<file path="src/rtl/wb_trace_uart_tx_pkg.sv">
// Shared definitions for the writeback trace UART transmitter.
// Holds the serializer state type, record geometry and byte selector.
package wb_trace_uart_tx_pkg;

    localparam int REC_W         = 37;
    localparam int BYTES_PER_REC = 5;

    typedef enum logic [1:0] {
        ST_IDLE,
        ST_START,
        ST_DATA,
        ST_STOP
    } tx_state_t;

    // Byte 0 carries the destination, bytes 1..4 the value MSB first.
    function automatic logic [7:0] rec_byte(
        input logic [REC_W-1:0] rec,
        input logic [2:0]       idx
    );
        logic [7:0] b;
        case (idx)
            3'd0:    b = {3'b000, rec[36:32]};
            3'd1:    b = rec[31:24];
            3'd2:    b = rec[23:16];
            3'd3:    b = rec[15:8];
            default: b = rec[7:0];
        endcase
        return b;
    endfunction

endpackage

</file>
<file path="src/rtl/wb_trace_uart_tx_trace_fifo.sv">
// Synchronous FIFO for trace records with extra-bit full/empty pointers.
// Ports: i_clk, i_rst_n, i_push/i_data, i_pop/o_data (head), o_full, o_empty.
module trace_fifo #(
    parameter int W     = 37,
    parameter int DEPTH = 8
) (
    input  logic         i_clk,
    input  logic         i_rst_n,
    input  logic         i_push,
    input  logic [W-1:0] i_data,
    input  logic         i_pop,
    output logic [W-1:0] o_data,
    output logic         o_full,
    output logic         o_empty
);
    localparam int AW = (DEPTH > 1) ? $clog2(DEPTH) : 1;

    logic [W-1:0] r_mem [DEPTH];
    logic [AW:0]  r_wptr;
    logic [AW:0]  r_rptr;
    logic         w_do_push;
    logic         w_do_pop;

    assign o_empty = (r_wptr == r_rptr);
    assign o_full  = (r_wptr[AW] != r_rptr[AW]) &&
                     (r_wptr[AW-1:0] == r_rptr[AW-1:0]);
    assign o_data  = r_mem[r_rptr[AW-1:0]];

    // A full FIFO still takes a push when the head leaves in the same cycle.
    assign w_do_push = i_push && (!o_full || i_pop);
    assign w_do_pop  = i_pop && !o_empty;

    always_ff @(posedge i_clk or negedge i_rst_n) begin
        if (!i_rst_n) begin
            r_wptr <= '0;
            r_rptr <= '0;
        end else begin
            if (w_do_push) r_wptr <= r_wptr + 1'b1;
            if (w_do_pop)  r_rptr <= r_rptr + 1'b1;
        end
    end

    always_ff @(posedge i_clk) begin
        if (w_do_push) r_mem[r_wptr[AW-1:0]] <= i_data;
    end

endmodule

</file>
<file path="src/rtl/wb_trace_uart_tx.sv">
// Writeback trace: buffers {dest, value} records and sends them 8N1 on tx.
// Ports: clk, rst (async low), wb_en/wb_dest/wb_value in; tx, busy, overflow out.
module wb_trace_uart_tx
    import wb_trace_uart_tx_pkg::*;
#(
    parameter int CLKS_PER_BIT = 434,
    parameter int FIFO_DEPTH   = 8
) (
    input  logic        clk,
    input  logic        rst,
    input  logic        wb_en,
    input  logic [4:0]  wb_dest,
    input  logic [31:0] wb_value,
    output logic        tx,
    output logic        busy,
    output logic        overflow
);
    localparam int CW = (CLKS_PER_BIT > 1) ? $clog2(CLKS_PER_BIT) : 1;
    localparam logic [CW-1:0] BIT_LAST  = CW'(CLKS_PER_BIT - 1);
    localparam logic [2:0]    BYTE_LAST = 3'(BYTES_PER_REC - 1);

    logic             r_push;
    logic [REC_W-1:0] r_rec;
    logic             r_ovf;
    tx_state_t        r_state;
    logic [CW-1:0]    r_cnt;
    logic [2:0]       r_bit;
    logic [2:0]       r_byte;
    logic [REC_W-1:0] r_shadow;
    logic [7:0]       r_sh;
    logic             r_tx;

    logic             w_pop;
    logic             w_full;
    logic             w_empty;
    logic [REC_W-1:0] w_head;
    logic             w_bit_end;
    logic             w_rec_end;

    assign w_bit_end = (r_cnt == BIT_LAST);
    assign w_rec_end = (r_state == ST_STOP) && w_bit_end &&
                       (r_byte == BYTE_LAST);
    // Head is taken when idle or right at the end of the previous record.
    assign w_pop     = !w_empty && ((r_state == ST_IDLE) || w_rec_end);

    assign tx       = r_tx;
    assign busy     = (r_state != ST_IDLE) || !w_empty;
    assign overflow = r_ovf;

    // Input capture stage: $0 writes never become records.
    always_ff @(posedge clk or negedge rst) begin
        if (!rst) begin
            r_push <= 1'b0;
            r_rec  <= '0;
            r_ovf  <= 1'b0;
        end else begin
            r_push <= wb_en && (wb_dest != 5'd0);
            r_rec  <= {wb_dest, wb_value};
            if (r_push && w_full && !w_pop) r_ovf <= 1'b1;
        end
    end

    trace_fifo #(
        .W     (REC_W),
        .DEPTH (FIFO_DEPTH)
    ) u_fifo (
        .i_clk   (clk),
        .i_rst_n (rst),
        .i_push  (r_push),
        .i_data  (r_rec),
        .i_pop   (w_pop),
        .o_data  (w_head),
        .o_full  (w_full),
        .o_empty (w_empty)
    );

    always_ff @(posedge clk or negedge rst) begin
        if (!rst) begin
            r_state  <= ST_IDLE;
            r_cnt    <= '0;
            r_bit    <= '0;
            r_byte   <= '0;
            r_shadow <= '0;
            r_sh     <= '0;
            r_tx     <= 1'b1;
        end else begin
            unique case (r_state)
                ST_IDLE: begin
                    r_tx  <= 1'b1;
                    r_cnt <= '0;
                    if (!w_empty) begin
                        r_shadow <= w_head;
                        r_byte   <= '0;
                        r_sh     <= rec_byte(w_head, 3'd0);
                        r_tx     <= 1'b0;
                        r_state  <= ST_START;
                    end
                end
                ST_START: begin
                    if (w_bit_end) begin
                        r_cnt   <= '0;
                        r_bit   <= '0;
                        r_tx    <= r_sh[0];
                        r_state <= ST_DATA;
                    end else begin
                        r_cnt <= r_cnt + 1'b1;
                    end
                end
                ST_DATA: begin
                    if (w_bit_end) begin
                        r_cnt <= '0;
                        if (r_bit == 3'd7) begin
                            r_tx    <= 1'b1;
                            r_state <= ST_STOP;
                        end else begin
                            r_bit <= r_bit + 3'd1;
                            r_sh  <= {1'b0, r_sh[7:1]};
                            r_tx  <= r_sh[1];
                        end
                    end else begin
                        r_cnt <= r_cnt + 1'b1;
                    end
                end
                ST_STOP: begin
                    if (w_bit_end) begin
                        r_cnt <= '0;
                        if (r_byte != BYTE_LAST) begin
                            r_byte  <= r_byte + 3'd1;
                            r_sh    <= rec_byte(r_shadow, r_byte + 3'd1);
                            r_tx    <= 1'b0;
                            r_state <= ST_START;
                        end else if (!w_empty) begin
                            r_shadow <= w_head;
                            r_byte   <= '0;
                            r_sh     <= rec_byte(w_head, 3'd0);
                            r_tx     <= 1'b0;
                            r_state  <= ST_START;
                        end else begin
                            r_tx    <= 1'b1;
                            r_state <= ST_IDLE;
                        end
                    end else begin
                        r_cnt <= r_cnt + 1'b1;
                    end
                end
            endcase
        end
    end

endmodule

</file>
<file path="config.mk">
export PLATFORM = sky130hd
export DESIGN_NAME = wb_trace_uart_tx
export DESIGN_NICKNAME = d
export VERILOG_FILES = /design/src/rtl/wb_trace_uart_tx_pkg.sv /design/src/rtl/wb_trace_uart_tx_trace_fifo.sv /design/src/rtl/wb_trace_uart_tx.sv
export SDC_FILE = /design/constraint.sdc
export NUM_CORES = 1
export LEC_CHECK = 0
export BUFFER_PORTS_ARGS = -buffer_cell sky130_fd_sc_hd__clkbuf_2
export CORE_ASPECT_RATIO = 1.2
export CORE_MARGIN = 2
export CORE_UTILIZATION = 50
export CTS_BUF_LIST = sky130_fd_sc_hd__clkbuf_2 sky130_fd_sc_hd__clkbuf_4 sky130_fd_sc_hd__clkbuf_8
export CTS_CLUSTER_SIZE = 8
export DETAILED_ROUTE_END_ITERATION = 6
export PLACE_DENSITY = 0.66
export SYNTH_ARGS = -nofsm -noshare
export SYNTH_HDL_FRONTEND = slang
export SYNTH_SLANG_ARGS = --single-unit
</file>
<file path="constraint.sdc">
create_clock -name clk -period 11.2 [get_ports clk]
set_clock_uncertainty 0.15 [all_clocks]
set_input_delay 0.56 -clock clk [delete_from_list [all_inputs] [get_ports clk]]
set_output_delay 0.56 -clock clk [all_outputs]
set_load 0.01 [all_outputs]
</file>
# Word level (Yosys, flattened, before mapping)
# Memory sizes are Yosys's and may differ from the RTL's.
# Cells that the tools add are included.
# word_totals
ram_bits,296
word_cells,105
n_memories,1
reg_bits,110
out_inout_bits,3
# op_classes
n_reduce_logical,29
eq_ne,20
muxes,38
addsub,5
# memory_table
memory,depth,width,read_ports,rd_clocked_by_memory_dff,wr,line,text
u_fifo.r_mem,8,37,1,0,1,wb_trace_uart_tx_trace_fifo.sv:18,logic [W-1:0] r_mem [DEPTH];
# ops
op,n
2-to-1 mux 37 bit,3
one-hot mux 37 bit (2 select lines),1
2-to-1 mux 8 bit,5
one-hot mux 8 bit (4 select lines),1
one-hot mux 8 bit (3 select lines),1
2-to-1 mux 3 bit,6
one-hot mux 9 bit (2 select lines),1
"inequality test 2 bit, second input constant",7
one-hot mux 3 bit (2 select lines),2
2-to-1 mux 1 bit,10
2-to-1 mux 2 bit,5
"adder 9 x 1 -> 9 bit, second input constant",1
"equality test 9 bit, second input constant",1
logical AND 1 bit,9
2-to-1 mux 9 bit,1
"adder 4 x 1 -> 4 bit, second input constant",2
one-hot mux 2 bit (4 select lines),1
AND reduction 4 bit,2
"adder 3 x 1 -> 3 bit, second input constant",2
"equality test 3 x 2 -> 1 bit, second input constant",2
"equality test 3 bit, second input constant",2
AND reduction 3 bit,2
nonzero test 2 bit,3
AND reduction 5 bit,1
16 further kinds,21

# Logic depth before layout (Yosys ltp)
# logic_depth
word_depth,9
depth_mapped,9
depth_no_buf,7

# By module
# A second synthesis with hierarchy kept.
# hier_totals
hier_cells,847
area_unflattened_um2,16308.1
# modules_own_cells
module,area_each_um2,cells_per_inst,n_inst
trace_fifo,11863.9,486,1
wb_trace_uart_tx,4444.3,361,1

# Worst setup path before layout
# OpenSTA, ideal clock, no wires.
# synth_path
path_kind,flip-flop to flip-flop
start,register r_cnt[6]
end,memory u_fifo.r_mem[3][0] (enable)
setup_time_ns,0.537
slack_ns,5.162
stages_incl_launch_ff,6
period_less_slack_ns,6.038
path_buffers,1
arrival_time_ns,5.351
path_cell_list,dfrtp_1 -> or4b_4 -> buf_6 -> nor3_4 -> nor4_1 -> nor4b_1
# synth_between
elab_chain_len,9
# synth_rtl
item,line,text
start: declaration,wb_trace_uart_tx.sv:26,logic [CW-1:0] r_cnt;
start signal: assignment,wb_trace_uart_tx.sv:106,r_cnt <= r_cnt + 1'b1;
start signal: assignment,wb_trace_uart_tx.sv:121,r_cnt <= r_cnt + 1'b1;
start signal: assignment,wb_trace_uart_tx.sv:143,r_cnt <= r_cnt + 1'b1;
equality test 9 bit,wb_trace_uart_tx.sv:40,assign w_bit_end = (r_cnt == BIT_LAST);
logical AND 1 bit (2 in a row),wb_trace_uart_tx.sv:41,assign w_rec_end = (r_state == ST_STOP) && w_bit_end &&
logical OR 1 bit,wb_trace_uart_tx.sv:44,assign w_pop = !w_empty && ((r_state == ST_IDLE) || w_rec_end);
logical AND 1 bit,wb_trace_uart_tx.sv:44,
logical OR 1 bit,wb_trace_uart_tx_trace_fifo.sv:30,assign w_do_push = i_push && (!o_full || i_pop);
logical AND 1 bit,wb_trace_uart_tx_trace_fifo.sv:30,
2-to-1 mux 1 bit,wb_trace_uart_tx_trace_fifo.sv:44,if (w_do_push) r_mem[r_wptr[AW-1:0]] <= i_data;
2-to-1 mux 1 bit (not written as such),wb_trace_uart_tx_trace_fifo.sv:44,
end: declaration,wb_trace_uart_tx_trace_fifo.sv:18,
# Every way passes these cells.

# Final worst setup path
# layout_path
start,register u_fifo.r_rptr[0]
end,register r_sh[2]
# layout_between
elab_chain_len,5
word_cells_on_any_way,6
# layout_rtl
item,line,text
start: declaration,wb_trace_uart_tx_trace_fifo.sv:20,logic [AW:0] r_rptr;
start signal: assignment,wb_trace_uart_tx_trace_fifo.sv:39,if (w_do_pop) r_rptr <= r_rptr + 1'b1;
memory read (8 x 37 bit) or equality test 4 bit (tied branches),n/a,
2-to-1 mux 8 bit (*),wb_trace_uart_tx.sv:91,if (!w_empty) begin
2-to-1 mux 8 bit,wb_trace_uart_tx.sv:127,if (r_byte != BYTE_LAST) begin
2-to-1 mux 8 bit,wb_trace_uart_tx.sv:125,if (w_bit_end) begin
one-hot mux 8 bit (3 select lines) (*),wb_trace_uart_tx.sv:87,unique case (r_state)
end signal: assignment,wb_trace_uart_tx.sv:94,"r_sh <= rec_byte(w_head, 3'd0);"
end signal: assignment,wb_trace_uart_tx.sv:129,"r_sh <= rec_byte(r_shadow, r_byte + 3'd1);"
end signal: assignment,wb_trace_uart_tx.sv:135,"r_sh <= rec_byte(w_head, 3'd0);"
end: declaration,wb_trace_uart_tx.sv:30,logic [7:0] r_sh;
# Every way passes the cells marked *; elsewhere a longest branch is shown, timed or not. The select of a mux whose other input is x is not followed.
# A chain may end at the register's enable or synchronous reset.

==> impl_metrics.yaml <==
hold_path:
  hold_depth: 2
  worstHoldStart: "r_shadow[16]$_DFFE_PN0P_"
  hold-path-endpoint: "r_shadow[16]$_DFFE_PN0P_"
  hp-class: "reg -> reg"
run:
  maxCapViolations: 0
sta:
  fmax_mhz: 307
  timing.hold.ws_ps: 340
  period_share_pct: 29.1
  tns_ps: 0
  finalSetupViolCount: 0
  period_needed_ps: 3260
  rsz0062_at_grt: "false"
  hold_viol: 0
  worst_slew_pin_slew_ps: 985
  drv_slew: 0
  relSlewSlack_pct: 34.3
yosys:
  synthTopCellsByArea: "edfxtp_1 (57%), dfrtp_1 (17%), mux4_2 (11%)"
  synthFlopType: "edfxtp_1"
  syn_avg_cell_area_um2: 19.0
  synth_edf_count: 296
  yosysSeqAreaShare_pct: 74.5
  yosys.area.top_type: "edfxtp_1"
  syn-num-nets: 875
  yosysWarnings: 0
  synthesis.area_um2: 15600
  synth_cells: 820
  yosys.area.top_type_share_pct: 56.9
  yosys_register_bits: 406
  synth_cell_types: 54
  async_flop_share_pct: 27.1
place:
  port_buffers: 42
  gp_congestion: 0.799
  dp_hpwl_um: 16200
worst_setup_path:
  path_class: "reg -> reg"
  arrival_ps: 3580
  crit_fanout: 50
  crit_path_start_kind: "flop"
  required_ps: 11520
  endpoint_kind: "flop"
  r2r_end: "r_sh[2]$_DFFE_PN0P_"
  r2r_start: "u_fifo.r_rptr[0]$_DFFE_PN0P_"
  r2r_cells: 5
  reg2reg_setup_slack_ps: 7940
outcome:
  outcome: "complete, no violations"
detailed_routing:
  firstDrtPassIters: 5
  num_vias: 7798
  wl_um: 29800
  drtIter0Drc: 632
  viasPerCell: 5.63
  drtAntennaViolNets: 0
  drt-wirelength-per-cell_um: 21.6
  drcViolationCount: 0
pwr:
  switching_power_mw: 1.35
  leakagePower_nw: 6.49
  irDropWorstVdd_v: 0.000141
  pwr-share-seq_pct: 46.8
  power_switching_share_pct: 30.0
  p_int_mw: 3.15
  power.density_nw_per_um2: 250
  p_comb_share_pct: 26.4
  power_frac_clock_pct: 26.8
clock_tree:
  path_clk_slew_ps: 60
  cts_setup_buffers: 0
  cts_buffers: 61
  clkLatencyLatePin_ps: 610
  clockRootBuffer: "clkbuf_8"
  tritoncts: "built"
  htreeDepth: 2
  cts_max_path_buffers: 3
  clock-sinks: 406
die:
  die_h_um: 198
  die_w_um: 165
  initial_core_util_pct: 50.9
  dieArea_um2: 32700
  ios: 43
  num_rows: 70
  core_area_um2: 30700
global_route:
  grt_pass1_wl_um: 47000
  grt_use_total_pct: 19.3
  grt_max_degree: 70
  antenna_found_initial: 0
  grt_pass1_vias: 8215
  gr-total-overflow: 0
final_layout:
  diodes: 0
  area_growth_pct: 15.1
  final_nets: 992
  post_route_cells_drive_above_1_share_pct: 28.1
## through the flow
step                util (%)  setup slack, ps  cell area, um^2  total power [mW]  instances
floorplan                  -             5160            15600              2.98        820
global placement        53.2             7830            16300              3.31       1231
detailed placement      53.2             7830            16300              3.34       1231
CTS                     58.6             7810            18000              4.56       1384
global route            58.6             7640            18000              4.75       1384
finish                  58.6             7940            18000              4.50       1384
## repair_timing
item | CTS | global route
hold endpoints to repair | 78 | 0
hold buffers | 39 | 0
gates resized for setup | 0 | 0
## cell families after synthesis
group | count (synthesis) | share of synthesized area (%)
xor+xnor | 18 | 1.01
flops | 406 | 74.5
simple gates | 113 | 3.59
buf+inv | 48 | 1.29
compound gates | 99 | 4.44
mux | 121 | 13.9
fa+ha+maj | 15 | 1.20
## how the worst max path moves through the flow
stage	cells after the start	from	to
after global placement	5	u_fifo.r_rptr[0]$_DFFE_PN0P_	r_sh[1]$_DFFE_PN0P_
after CTS	5	u_fifo.r_rptr[0]$_DFFE_PN0P_	r_sh[1]$_DFFE_PN0P_
final	5	u_fifo.r_rptr[0]$_DFFE_PN0P_	r_sh[2]$_DFFE_PN0P_
after floorplan	5	r_cnt[6]$_DFF_PN0_	u_fifo.r_mem[3][0]$_DFFE_PP_
after detailed placement	5	u_fifo.r_rptr[0]$_DFFE_PN0P_	r_sh[1]$_DFFE_PN0P_
after global routing	5	u_fifo.r_rptr[0]$_DFFE_PN0P_	r_sh[2]$_DFFE_PN0P_
## flip-flops by register name, summed over array words and instances, names as in the netlist
signal,cells
u_fifo.r_wptr,4
r_rec,37
r_bit,3
u_fifo.r_rptr,4
r_cnt,9
r_push,1
r_state,2
tx,1
u_fifo.r_mem,296
r_sh,8
overflow,1
r_shadow,37
r_byte,3
## cell usage after synthesis (all sizes together), types with 4 or more instances
cell type	n
mux2i	32
xor2	7
ha	15
a22o	9
a21oi	6
clkbuf	26
nand3	5
o2bb2ai	7
mux2	15
dfrtp	109
a32o	8
inv	7
nand2	50
a221oi	5
edfxtp	296
nor2	22
mux4	74
o21ai	42
xnor2	11
nor4	6
a211oi	5
nand4	4
nor3	10
buf	15
## area by class of cell
class / count / area (um^2)
Clock buffer: 107 / 1230
Timing Repair Buffer: 95 / 708
Clock inverter: 7 / 33.8
Inverter: 7 / 26.3
Fill cell: 2278 / 12700
Multi-Input combinational cell: 366 / 3830
Sequential cell: 406 / 11700
Tap cell: 396 / 495
## worst max-delay path, cell delays in order (launching register included)
cell       delay (ps)
dfrtp_4           830
buf_4             880
mux4_2            610
mux2_2            290
a211oi_1          240
o2bb2ai_1         110
## layout by cell type, fill, tap and decap left out, types with 10 or more instances in the layout
master / synthesis / routed
buf_4: 0 / 15
clkbuf_2: 0 / 41
clkbuf_4: 0 / 39
clkbuf_8: 0 / 68
dfrtp_1: 109 / 106
dlygate4sd3_1: 0 / 39
edfxtp_1: 296 / 296
ha_1: 15 / 15
mux2_2: 10 / 10
mux2i_1: 32 / 32
mux4_2: 74 / 74
nand2_1: 50 / 50
nor2_1: 21 / 20
o21ai_0: 30 / 30
o21ai_1: 11 / 11
xnor2_1: 11 / 11
## power by group through the flow
| stage | clock (mW) | combinational (mW) | sequential, mW |
|---|---|---|---|
| 2_1_floorplan | 0 | 0.954 | 2.02 |
| 3_3_place_gp | 0 | 1.18 | 2.13 |
| 3_5_place_dp | 0 | 1.20 | 2.13 |
| 4_1_cts | 1.24 | 1.22 | 2.11 |
| 5_1_grt | 1.30 | 1.31 | 2.13 |
| 6_report | 1.21 | 1.19 | 2.10 |
## metal layers
metal	share of wire (%)	up-vias	global-route usage, %
met1	42	4030	25.3
li1	-	3512	-
met3	4.4	64	3.91
met4	2.8	0	6.86
met5	0	-	0
met2	51	192	32.3
Power figures use the tool's default switching activity.
